### src/rtl/cellrv32_npu_pkg.sv
// Shared types for the NPU accumulator address generator.
//   npu_acc_ag_state_t : generator FSM states (IDLE, RUN, DONE)
//   NPU_AG_MODE_*      : pass mode encodings for cfg_mode_i
package cellrv32_npu_pkg;

  typedef enum logic [1:0] {
    IDLE,
    RUN,
    DONE
  } npu_acc_ag_state_t;

  localparam logic NPU_AG_MODE_RESTART = 1'b0;
  localparam logic NPU_AG_MODE_LINEAR  = 1'b1;

endpackage

### src/rtl/cellrv32_npu_acc_addr_stride_adder.sv
// Registered address adder: sum_o = a_i + b_i, one cycle later.
// Ports:
//   clk_i, rst_i : clock, asynchronous active-high reset (sum clears to 0)
//   a_i, b_i     : operands (modulo 2^ADDR_WIDTH)
//   sum_o        : registered sum
module cellrv32_npu_acc_addr_stride_adder #(
  parameter int unsigned ADDR_WIDTH = 32
) (
  input  logic                  clk_i,
  input  logic                  rst_i,
  input  logic [ADDR_WIDTH-1:0] a_i,
  input  logic [ADDR_WIDTH-1:0] b_i,
  output logic [ADDR_WIDTH-1:0] sum_o
);

  (* use_dsp = "yes" *) logic [ADDR_WIDTH-1:0] sum_q;

  always_ff @(posedge clk_i or posedge rst_i) begin
    if (rst_i) begin
      sum_q <= '0;
    end else begin
      sum_q <= a_i + b_i;
    end
  end

  assign sum_o = sum_q;

endmodule

### src/rtl/cellrv32_npu_acc_addr_gen.sv
// Accumulator address generator for the NPU matrix unit.
// Generates len addresses per pass (base, base+stride, ...), for repeat
// passes (0 = endless), restarting at base (mode 0) or continuing linearly
// (mode 1). Optional output register stage: CELLRV32_NPU_ACC_ADDR_OUT_REG_EN.
// Ports:
//   clk_i, rst_i              : clock, asynchronous active-high reset
//   cfg_valid_i / cfg_ready_o : config handshake (ready while IDLE)
//   cfg_base_i, cfg_len_i, cfg_stride_i, cfg_repeat_i, cfg_mode_i : run config
//   step_i                    : consumer takes the current address
//   abort_i                   : terminate a run without done_o
//   addr_valid_o, addr_o      : current address
//   last_o                    : current address ends its pass
//   done_o                    : one-cycle completion pulse
//   busy_o                    : not IDLE
module cellrv32_npu_acc_addr_gen
  import cellrv32_npu_pkg::*;
#(
  parameter int unsigned ADDR_WIDTH = 32,
  parameter int unsigned LEN_WIDTH  = 8,
  parameter int unsigned REP_WIDTH  = 8
) (
  input  logic                  clk_i,
  input  logic                  rst_i,
  input  logic                  cfg_valid_i,
  output logic                  cfg_ready_o,
  input  logic [ADDR_WIDTH-1:0] cfg_base_i,
  input  logic [LEN_WIDTH-1:0]  cfg_len_i,
  input  logic [ADDR_WIDTH-1:0] cfg_stride_i,
  input  logic [REP_WIDTH-1:0]  cfg_repeat_i,
  input  logic                  cfg_mode_i,
  input  logic                  step_i,
  input  logic                  abort_i,
  output logic                  addr_valid_o,
  output logic [ADDR_WIDTH-1:0] addr_o,
  output logic                  last_o,
  output logic                  done_o,
  output logic                  busy_o
);

  npu_acc_ag_state_t     state_q, state_d;
  logic [ADDR_WIDTH-1:0] base_q, stride_q, stride_d, cur_q, cur_d, sum;
  logic [LEN_WIDTH-1:0]  len_q, idx_q, idx_d;
  logic [REP_WIDTH-1:0]  rep_q, pass_q, pass_d, pass_inc;
  logic                  mode_q;
  logic                  accept, int_valid, int_last, step_int, final_step;

`ifdef CELLRV32_NPU_ACC_ADDR_OUT_REG_EN
  logic                  fin_q, fin_d;
  logic                  out_v_q, out_last_q, done_q;
  logic [ADDR_WIDTH-1:0] out_addr_q;
`endif

  assign accept   = cfg_valid_i & (state_q == IDLE);
  assign int_last = (idx_q == (len_q - LEN_WIDTH'(1)));
  assign pass_inc = pass_q + REP_WIDTH'(1);

`ifdef CELLRV32_NPU_ACC_ADDR_OUT_REG_EN
  // Internal generator runs ahead into the output stage; it stops once the
  // final address has been loaded and waits for that one to be consumed.
  assign int_valid = (state_q == RUN) & ~fin_q;
  assign step_int  = int_valid & ~abort_i & (~out_v_q | step_i);
`else
  assign int_valid = (state_q == RUN);
  assign step_int  = int_valid & ~abort_i & step_i;
`endif

  assign final_step = step_int & int_last & (rep_q != '0) & (pass_inc == rep_q);

  // The adder is fed the *next* cur/stride so that sum == cur_q + stride_q
  // holds every cycle despite the adder's register.
  cellrv32_npu_acc_addr_stride_adder #(
    .ADDR_WIDTH(ADDR_WIDTH)
  ) u_stride_adder (
    .clk_i (clk_i),
    .rst_i (rst_i),
    .a_i   (cur_d),
    .b_i   (stride_d),
    .sum_o (sum)
  );

  always_comb begin
    state_d  = state_q;
    cur_d    = cur_q;
    stride_d = stride_q;
    idx_d    = idx_q;
    pass_d   = pass_q;
`ifdef CELLRV32_NPU_ACC_ADDR_OUT_REG_EN
    fin_d    = fin_q;
`endif
    case (state_q)
      IDLE: begin
        if (accept) begin
          cur_d    = cfg_base_i;
          stride_d = cfg_stride_i;
          idx_d    = '0;
          pass_d   = '0;
`ifdef CELLRV32_NPU_ACC_ADDR_OUT_REG_EN
          fin_d    = 1'b0;
`endif
          state_d  = (cfg_len_i == '0) ? DONE : RUN;
        end
      end
      RUN: begin
        if (abort_i) begin
          state_d = IDLE;
        end else begin
          if (step_int) begin
            if (int_last) begin
              idx_d  = '0;
              pass_d = pass_inc;
              cur_d  = (mode_q == NPU_AG_MODE_LINEAR) ? sum : base_q;
              if (final_step) begin
`ifdef CELLRV32_NPU_ACC_ADDR_OUT_REG_EN
                fin_d = 1'b1;
`else
                state_d = DONE;
`endif
              end
            end else begin
              idx_d = idx_q + LEN_WIDTH'(1);
              cur_d = sum;
            end
          end
`ifdef CELLRV32_NPU_ACC_ADDR_OUT_REG_EN
          if (fin_q & out_v_q & step_i) begin
            state_d = DONE;
          end
`endif
        end
      end
      DONE:    state_d = IDLE;
      default: state_d = IDLE;
    endcase
  end

  always_ff @(posedge clk_i or posedge rst_i) begin
    if (rst_i) begin
      state_q  <= IDLE;
      base_q   <= '0;
      stride_q <= '0;
      cur_q    <= '0;
      len_q    <= '0;
      idx_q    <= '0;
      rep_q    <= '0;
      pass_q   <= '0;
      mode_q   <= 1'b0;
    end else begin
      state_q  <= state_d;
      stride_q <= stride_d;
      cur_q    <= cur_d;
      idx_q    <= idx_d;
      pass_q   <= pass_d;
      if (accept) begin
        base_q <= cfg_base_i;
        len_q  <= cfg_len_i;
        rep_q  <= cfg_repeat_i;
        mode_q <= cfg_mode_i;
      end
    end
  end

  assign cfg_ready_o = (state_q == IDLE);
  assign busy_o      = (state_q != IDLE);

`ifdef CELLRV32_NPU_ACC_ADDR_OUT_REG_EN
  always_ff @(posedge clk_i or posedge rst_i) begin
    if (rst_i) begin
      fin_q      <= 1'b0;
      out_v_q    <= 1'b0;
      out_addr_q <= '0;
      out_last_q <= 1'b0;
      done_q     <= 1'b0;
    end else begin
      fin_q  <= fin_d;
      done_q <= (state_q == DONE);
      if ((state_q == RUN) && abort_i) begin
        out_v_q    <= 1'b0;
        out_last_q <= 1'b0;
      end else if (step_int) begin
        out_v_q    <= 1'b1;
        out_addr_q <= cur_q;
        out_last_q <= int_last;
      end else if (out_v_q && step_i) begin
        out_v_q    <= 1'b0;
        out_last_q <= 1'b0;
      end
    end
  end

  assign addr_valid_o = out_v_q;
  assign addr_o       = out_addr_q;
  assign last_o       = out_v_q & out_last_q;
  assign done_o       = done_q;
`else
  assign addr_valid_o = (state_q == RUN);
  assign addr_o       = cur_q;
  assign last_o       = (state_q == RUN) & int_last;
  assign done_o       = (state_q == DONE);
`endif

endmodule

### config.mk
export PLATFORM = sky130hd
export DESIGN_NAME = cellrv32_npu_acc_addr_gen
export DESIGN_NICKNAME = d
export VERILOG_FILES = /design/src/rtl/cellrv32_npu_pkg.sv /design/src/rtl/cellrv32_npu_acc_addr_stride_adder.sv /design/src/rtl/cellrv32_npu_acc_addr_gen.sv
export SDC_FILE = /design/constraint.sdc
export NUM_CORES = 1
export LEC_CHECK = 0
export ABC_AREA = 1
export CAP_MARGIN = 20
export CORE_ASPECT_RATIO = 0.8
export CORE_MARGIN = 2
export CORE_UTILIZATION = 50
export DETAILED_ROUTE_END_ITERATION = 10
export PLACE_DENSITY_LB_ADDON = 0.3
export SLEW_MARGIN = 30
export SYNTH_ARGS = -nofsm -noshare
export SYNTH_HDL_FRONTEND = slang
export SYNTH_SLANG_ARGS = --single-unit
### constraint.sdc
create_clock -name clk_i -period 6.7 [get_ports clk_i]
set_input_delay 1.675 -clock clk_i [delete_from_list [all_inputs] [get_ports clk_i]]
set_output_delay 1.675 -clock clk_i [all_outputs]
set_load 0.01 [all_outputs]
==> results of run 1 <==
[worst max-delay path: stages]
cell	delay, ps
clkdlybuf4s50_1	470
inv_1	70
nor2_4	360
inv_2	410
o22ai_1	280
a21oi_1	120
ha_1	430
nand2_1	100
nor2_1	190
nand4_1	100
o21ai_0	510
a21oi_1	230
o21bai_1	270
xor2_1	160
[flip-flops by register name, indices dropped and copies added, names as in the netlist]
register              flops
addr_o                   32
base_q                   32
stride_q                 32
u_stride_adder.sum_o     32
idx_q                     8
len_q                     8
pass_q                    8
rep_q                     8
state_q                   2
mode_q                    1
[how the worst max path moves through the flow]
stage | from | end
6_report | cfg_valid_i | u_stride_adder.sum_o[21]$_DFF_PP0_
2_1_floorplan | rst_i | addr_o[0]$_DFF_PP0_
5_1_grt | abort_i | u_stride_adder.sum_o[21]$_DFF_PP0_
3_5_place_dp | cfg_valid_i | u_stride_adder.sum_o[21]$_DFF_PP0_
3_3_place_gp | cfg_valid_i | u_stride_adder.sum_o[21]$_DFF_PP0_
4_1_cts | cfg_valid_i | u_stride_adder.sum_o[21]$_DFF_PP0_
[stage by stage]
| step | hold WS (ps) | worst slack (ps) |
|---|---|---|
| finish | 475 | 1660 |
| global route | 493 | 1360 |
| CTS | 478 | 1710 |
| detailed placement | 462 | 1260 |
| global placement | 454 | 1290 |
| floorplan | 437 | 620 |
[cells by family after synthesis]
kind of cell | share of synthesized area
buffers and inverters | 0.0756
AO/OA/AOI/OAI | 0.137
flip-flops | 0.454
XOR/XNOR | 0.0390
AND/OR/NAND/NOR | 0.245
adder cells (fa/ha/maj) | 0.0496
[cells in the final DEF, fill, tap and decap left out, types with 17 or more instances in the layout]
cell             instances
a21oi_1                 75
ha_1                    34
o22ai_1                 20
dfrtp_1                163
nand4_1                 27
inv_1                  127
clkdlybuf4s50_1        122
nand3_1                 58
clkbuf_16               17
nor2_1                  91
xor2_1                  29
o21ai_0                 98
nand2_1                309
[area by class of cell]
| class | instances | share of cell area |
|---|---|---|
| multi-input cells | 818 | 0.386 |
| flip-flops and latches | 163 | 0.372 |
| repair buffers | 132 | 0.118 |
| inverters | 135 | 0.0467 |
| clock buffers | 17 | 0.0388 |
| well taps | 225 | 0.0257 |
| clock inverters | 15 | 0.0124 |
[routing by layer]
layer,vias up,global-route usage
li1,4013,-
met1,3803,0.423
met2,304,0.393
met3,38,0.0511
met4,2,0.0783
met5,-,0
[power by group through the flow]
stage / clock network, uW / logic [uW] / registers [uW]
after floorplan: 0 / 2070 / 1660
after global placement: 0 / 2980 / 1670
after detailed placement: 0 / 3020 / 1680
after CTS: 959 / 3050 / 1660
after global routing: 1000 / 3460 / 1710
final: 949 / 3080 / 1670
==> flow_summary.json, run 1 <==
{
  "pwr-share-seq": 0.293,
  "max-vdd-ir-drop_mv": 0.225,
  "rsz0062_at_grt": "false",
  "worstHoldPathCells": 2,
  "dr.first_iter.drc_count": 764,
  "diodes": 0,
  "clock.fmax_mhz": 198,
  "firstDrtPassIters": 5,
  "reg2reg_from": "len_q[0]$_DFFE_PP0P_",
  "synth_ff_type": "dfrtp_1",
  "cts_tree": "yes",
  "wl_met2_um": 10000,
  "grt_pass1_vias": 7753,
  "nFillCells": 1533,
  "io_buffers": 122,
  "area.growth.synth_to_final_pct": 22.0,
  "p_total_uw": 5690,
  "fin_cells": 1505,
  "register_area_mm2": 0.00408,
  "drv_cap": 0,
  "synth_commonest_cells": "nand2_1 (309), dfrtp_1 (163), inv_1 (129), o21ai_0 (98), nor2_1 (92)",
  "drc": 0,
  "startpoint_type": "primary input",
  "rrSetupSlack_ps": 1850,
  "cts_sinks": 163,
  "synthTopCellsByArea": "dfrtp_1 (45%), nand2_1 (13%), o21ai_0 (5.5%)",
  "num_vias": 8160,
  "path_max_fanout": 39,
  "ys_warn_count": 0,
  "core_area_mm2": 0.0175,
  "leakagePower_uw": 0.00523,
  "yosysUniqueCellTypes": 44,
  "hold_violations": 0,
  "dp.cells": 1473,
  "grt_usage": 0.274,
  "hp-class": "flop to flop",
  "vias_per_cell": 5.42,
  "grt-ovfl-total": 0,
  "rows": 43,
  "routabilityCongestion": 0.979,
  "relSlewSlack": 0.478,
  "finalCriticalPeriod_ps": 5040,
  "period_share": 0.753,
  "synth_seq_cells": 163,
  "synth-async-reset-ratio": 1.00,
  "start_util": 0.514,
  "cts-hold-fix-buffers": 0,
  "fin_skew_ps": 9.62,
  "io_pins": 123,
  "cts_resized": 0,
  "die_h_um": 124,
  "synth_nets": 1273,
  "cts.path.max_buffers": 2,
  "tightestPinTransition_ps": 783,
  "p_clk_frac": 0.167,
  "post_cts_buffers": 0,
  "regToRegEndpoint": "u_stride_adder.sum_o[21]$_DFF_PP0_",
  "layout-drive-gt1-share": 0.0469,
  "combPwrFrac": 0.540,
  "clk-insertion-delay-late_ps": 440,
  "synth_edf_count": 0,
  "yosysTopAreaCell": "dfrtp_1",
  "clk_pin_slew_ps": 70,
  "p_int_uw": 3070,
  "end_kind": "flop",
  "ff2ff_path_depth": 20,
  "synth_area_per_cell_um2": 7.80,
  "multi_input_comb_area_mm2": 0.00423,
  "dpl.hpwl_um": 17800,
  "synthCells": 1152,
  "fin_nets": 1388,
  "wl_met1_um": 12400,
  "antenna_found_initial": 1,
  "syn_area_mm2": 0.00898,
  "wire_per_inst_um": 16.4,
  "ys_seq_area_frac": 0.454,
  "post-synth-top-count-cell": "nand2_1",
  "grt_pass1_wl_um": 40700,
  "dr_wl_met3_um": 1750,
  "min_from": "stride_q[16]$_DFF_PP0_",
  "crit_arrival_ps": 5410,
  "cts_max_level": 4,
  "synth_top_area_frac": 0.454,
  "switching_share": 0.461,
  "required_ps": 7070,
  "die_area_mm2": 0.0191,
  "top_layer_used": "met5",
  "placed_cell_area_mm2": 0.0104,
  "grt_max_degree": 60,
  "cts_made_buffers": 17,
  "fin_area_mm2": 0.0110,
  "ant_nets": 0,
  "status": "complete, no violations",
  "p_per_area_mw_per_mm2": 520,
  "setup_viol": 0,
  "final_util": 0.627,
  "dieWidth_um": 154,
  "cts_root_buf": "clkbuf_16",
  "tns_ps": 0,
  "slew_viol_final": 0,
  "critPathKind": "primary input to flop",
  "switchingPower_uw": 2630,
  "wl_um": 24600,
  "hold_end": "stride_q[16]$_DFF_PP0_"
}
Note: power is estimated with default switching activity, not from simulation.
==> run 2, diff against run 1 <==
==> constraint.sdc (replaced) <==
create_clock -name clk_i -period 4.5 [get_ports clk_i]
set_input_delay 1.125 -clock clk_i [delete_from_list [all_inputs] [get_ports clk_i]]
set_output_delay 1.125 -clock clk_i [all_outputs]
set_load 0.01 [all_outputs]
==> run 2 against run 1 <==
  * Highest routed layer is now met4
  * Largest cell class unchanged
  * Die area did not move
  * Critical path depth rose by 6
  * Core utilization rose by 1.7 points
  * Critical endpoint is now u_stride_adder.sum_o[22]$_DFF_PP0_
==> flow_summary.json, run 2 (same netlist as run 1, synthesis figures left out) <==
{
  "cp-startpoint": "cfg_valid_i",
  "relSlewSlack": 0.433,
  "fin_nets": 1419,
  "drc": 0,
  "firstDrtPassIters": 6,
  "cp.depth": 20,
  "diodes": 0,
  "area.growth.synth_to_final_pct": 25.4,
  "crit_arrival_ps": 4540,
  "end_kind": "flop",
  "core_area_mm2": 0.0175,
  "nFillCells": 1502,
  "cts-hold-fix-buffers": 0,
  "ff2ff_path_depth": 24,
  "leakagePower_uw": 0.00539,
  "die_area_mm2": 0.0191,
  "p_per_area_mw_per_mm2": 781,
  "wl_um": 24300,
  "slew_viol_final": 0,
  "cts_sinks": 163,
  "combPwrFrac": 0.552,
  "switchingPower_uw": 3860,
  "reg2reg_from": "len_q[0]$_DFFE_PP0P_",
  "start_util": 0.514,
  "cts.path.max_buffers": 2,
  "cp_slowest_cell": "clkdlybuf4s50_1",
  "required_ps": 4840,
  "min_from": "base_q[31]$_DFFE_PP0P_",
  "regToRegEndpoint": "u_stride_adder.sum_o[22]$_DFF_PP0_",
  "vias_per_cell": 5.38,
  "status": "complete, no violations",
  "clk-insertion-delay-late_ps": 420,
  "grt_max_degree": 67,
  "dieWidth_um": 154,
  "max-vdd-ir-drop_mv": 0.359,
  "grt_usage": 0.265,
  "p_clk_frac": 0.165,
  "layout-drive-gt1-share": 0.0686,
  "clk_pin_slew_ps": 60,
  "hold_violations": 0,
  "postLayoutSetupSlackWorst_ps": 301,
  "final_common_cell": "nand2_1",
  "critPathKind": "primary input to flop",
  "rrSetupSlack_ps": 390,
  "pwr-share-seq": 0.282,
  "p_int_uw": 4940,
  "grt-ovfl-total": 0,
  "ant_nets": 0,
  "grt_pass1_vias": 7845,
  "path_max_fanout": 63,
  "cts_tree": "yes",
  "switching_share": 0.439,
  "setup_viol": 0,
  "final_cell_mix": "nand2_1 (309), dfrtp_1 (163), inv_1 (127), clkdlybuf4s50_1 (122), o21ai_0 (97)",
  "cts_root_buf": "clkbuf_16",
  "hp-class": "flop to flop",
  "crit_family": "simple AND/OR/NAND/NOR gates",
  "cts_made_buffers": 17,
  "rsz0062_at_grt": "false",
  "cts_max_level": 4,
  "num_vias": 8267,
  "io_pins": 123,
  "endpoint": "u_stride_adder.sum_o[22]$_DFF_PP0_",
  "io_buffers": 122,
  "tightestPinTransition_ps": 851,
  "dr.first_iter.drc_count": 791,
  "startpoint_type": "primary input",
  "cp_slowest_stage_delay_ps": 480,
  "antenna_found_initial": 0,
  "crit_path_frequent_cell": "nand2_1",
  "finalCriticalPeriod_ps": 4200,
  "pre_cts_slack_ps": -318,
  "period_share": 0.933,
  "drv_cap": 0,
  "rows": 43,
  "grt_pass1_wl_um": 39800,
  "fin_skew_ps": 11.3,
  "clock.fmax_mhz": 238,
  "final_util": 0.644,
  "die_h_um": 124,
  "routabilityCongestion": 0.992,
  "path_buf_inv": 4,
  "crit_chain": "clkdlybuf4s50_1, inv_1, nor2_4, buf_12, nand2_1, nand2_1, a21oi_1, a21oi_1, ha_1, fa_1, nand3_1, nand2_1, nand3_1, nand2_1, nand2_1, nand3_1, a21boi_0, buf_4, o21ai_0, xor2_1",
  "dpl.hpwl_um": 18200,
  "wire_per_inst_um": 15.8
}
run 2: changes by cell type in the layout (fill, tap and decap cells not counted), moves of 4 or more:
cell      delta
buf_4       +29
clkbuf_1     +4
inv_6       -11
clkbuf_8     +4
run 2: area by class of cell:
class / instances / area [um^2] / share of cell area
Inverter: 135 / 510 / 0.0453
Timing Repair Buffer: 163 / 1550 / 0.138
Tap cell: 225 / 282 / 0.0250
Clock inverter: 7 / 97.6 / 0.00866
Multi-Input combinational cell: 818 / 4250 / 0.377
Clock buffer: 25 / 495 / 0.0440
Sequential cell: 163 / 4080 / 0.362
run 2: power groups by stage:
| stage | sequential, uW | combinational, uW | clock, uW |
|---|---|---|---|
| final | 2480 | 4860 | 1460 |
| after global routing | 2550 | 5420 | 1530 |
| after CTS | 2480 | 4780 | 1470 |
| after detailed placement | 2490 | 4730 | 0 |
| after global placement | 2480 | 4670 | 0 |
| after floorplan | 2470 | 3080 | 0 |
run 2: worst min-delay path by stage:
stage                              to  slack, ps  cells after the start
2_1_floorplan  base_q[31]$_DFFE_PP0P_        440                      2
3_3_place_gp   base_q[31]$_DFFE_PP0P_        450                      2
3_5_place_dp   base_q[31]$_DFFE_PP0P_        450                      2
4_1_cts        base_q[31]$_DFFE_PP0P_        470                      2
5_1_grt        base_q[31]$_DFFE_PP0P_        480                      2
6_report       base_q[31]$_DFFE_PP0P_        460                      2
run 2: timing repair:
action	4_1_cts	5_1_grt
endpoints found under the setup margin	0	9
resized for setup	0	4
setup buffers	0	0
run 2: metal layers:
layer / GRT usage / share of wire / wire (um) / vias up
li1: - / - / - / 4083
met1: 0.400 / 0.49 / 11900 / 3843
met2: 0.401 / 0.43 / 10500 / 320
met3: 0.0484 / 0.072 / 1750 / 21
met4: 0.0584 / 0.0073 / 178 / 0
met5: 0 / 0 / 0 / -
run 2: worst min-delay path: stages, from the launching register on:
cell and delay, ps:
dfrtp_1 340, nand2_1 50, nand2_1 50
run 2: stage by stage:
step                setup TNS [ps]  total power (uW)  cells  cell area, um^2  hold WS [ps]
floorplan                        0              5550   1152             8980           437
global route                     0              9500   1536            11300           482
CTS                              0              8730   1536            11200           469
detailed placement            -952              7220   1504            10700           455
global placement              -845              7150   1504            10700           449
finish                           0              8800   1536            11300           465
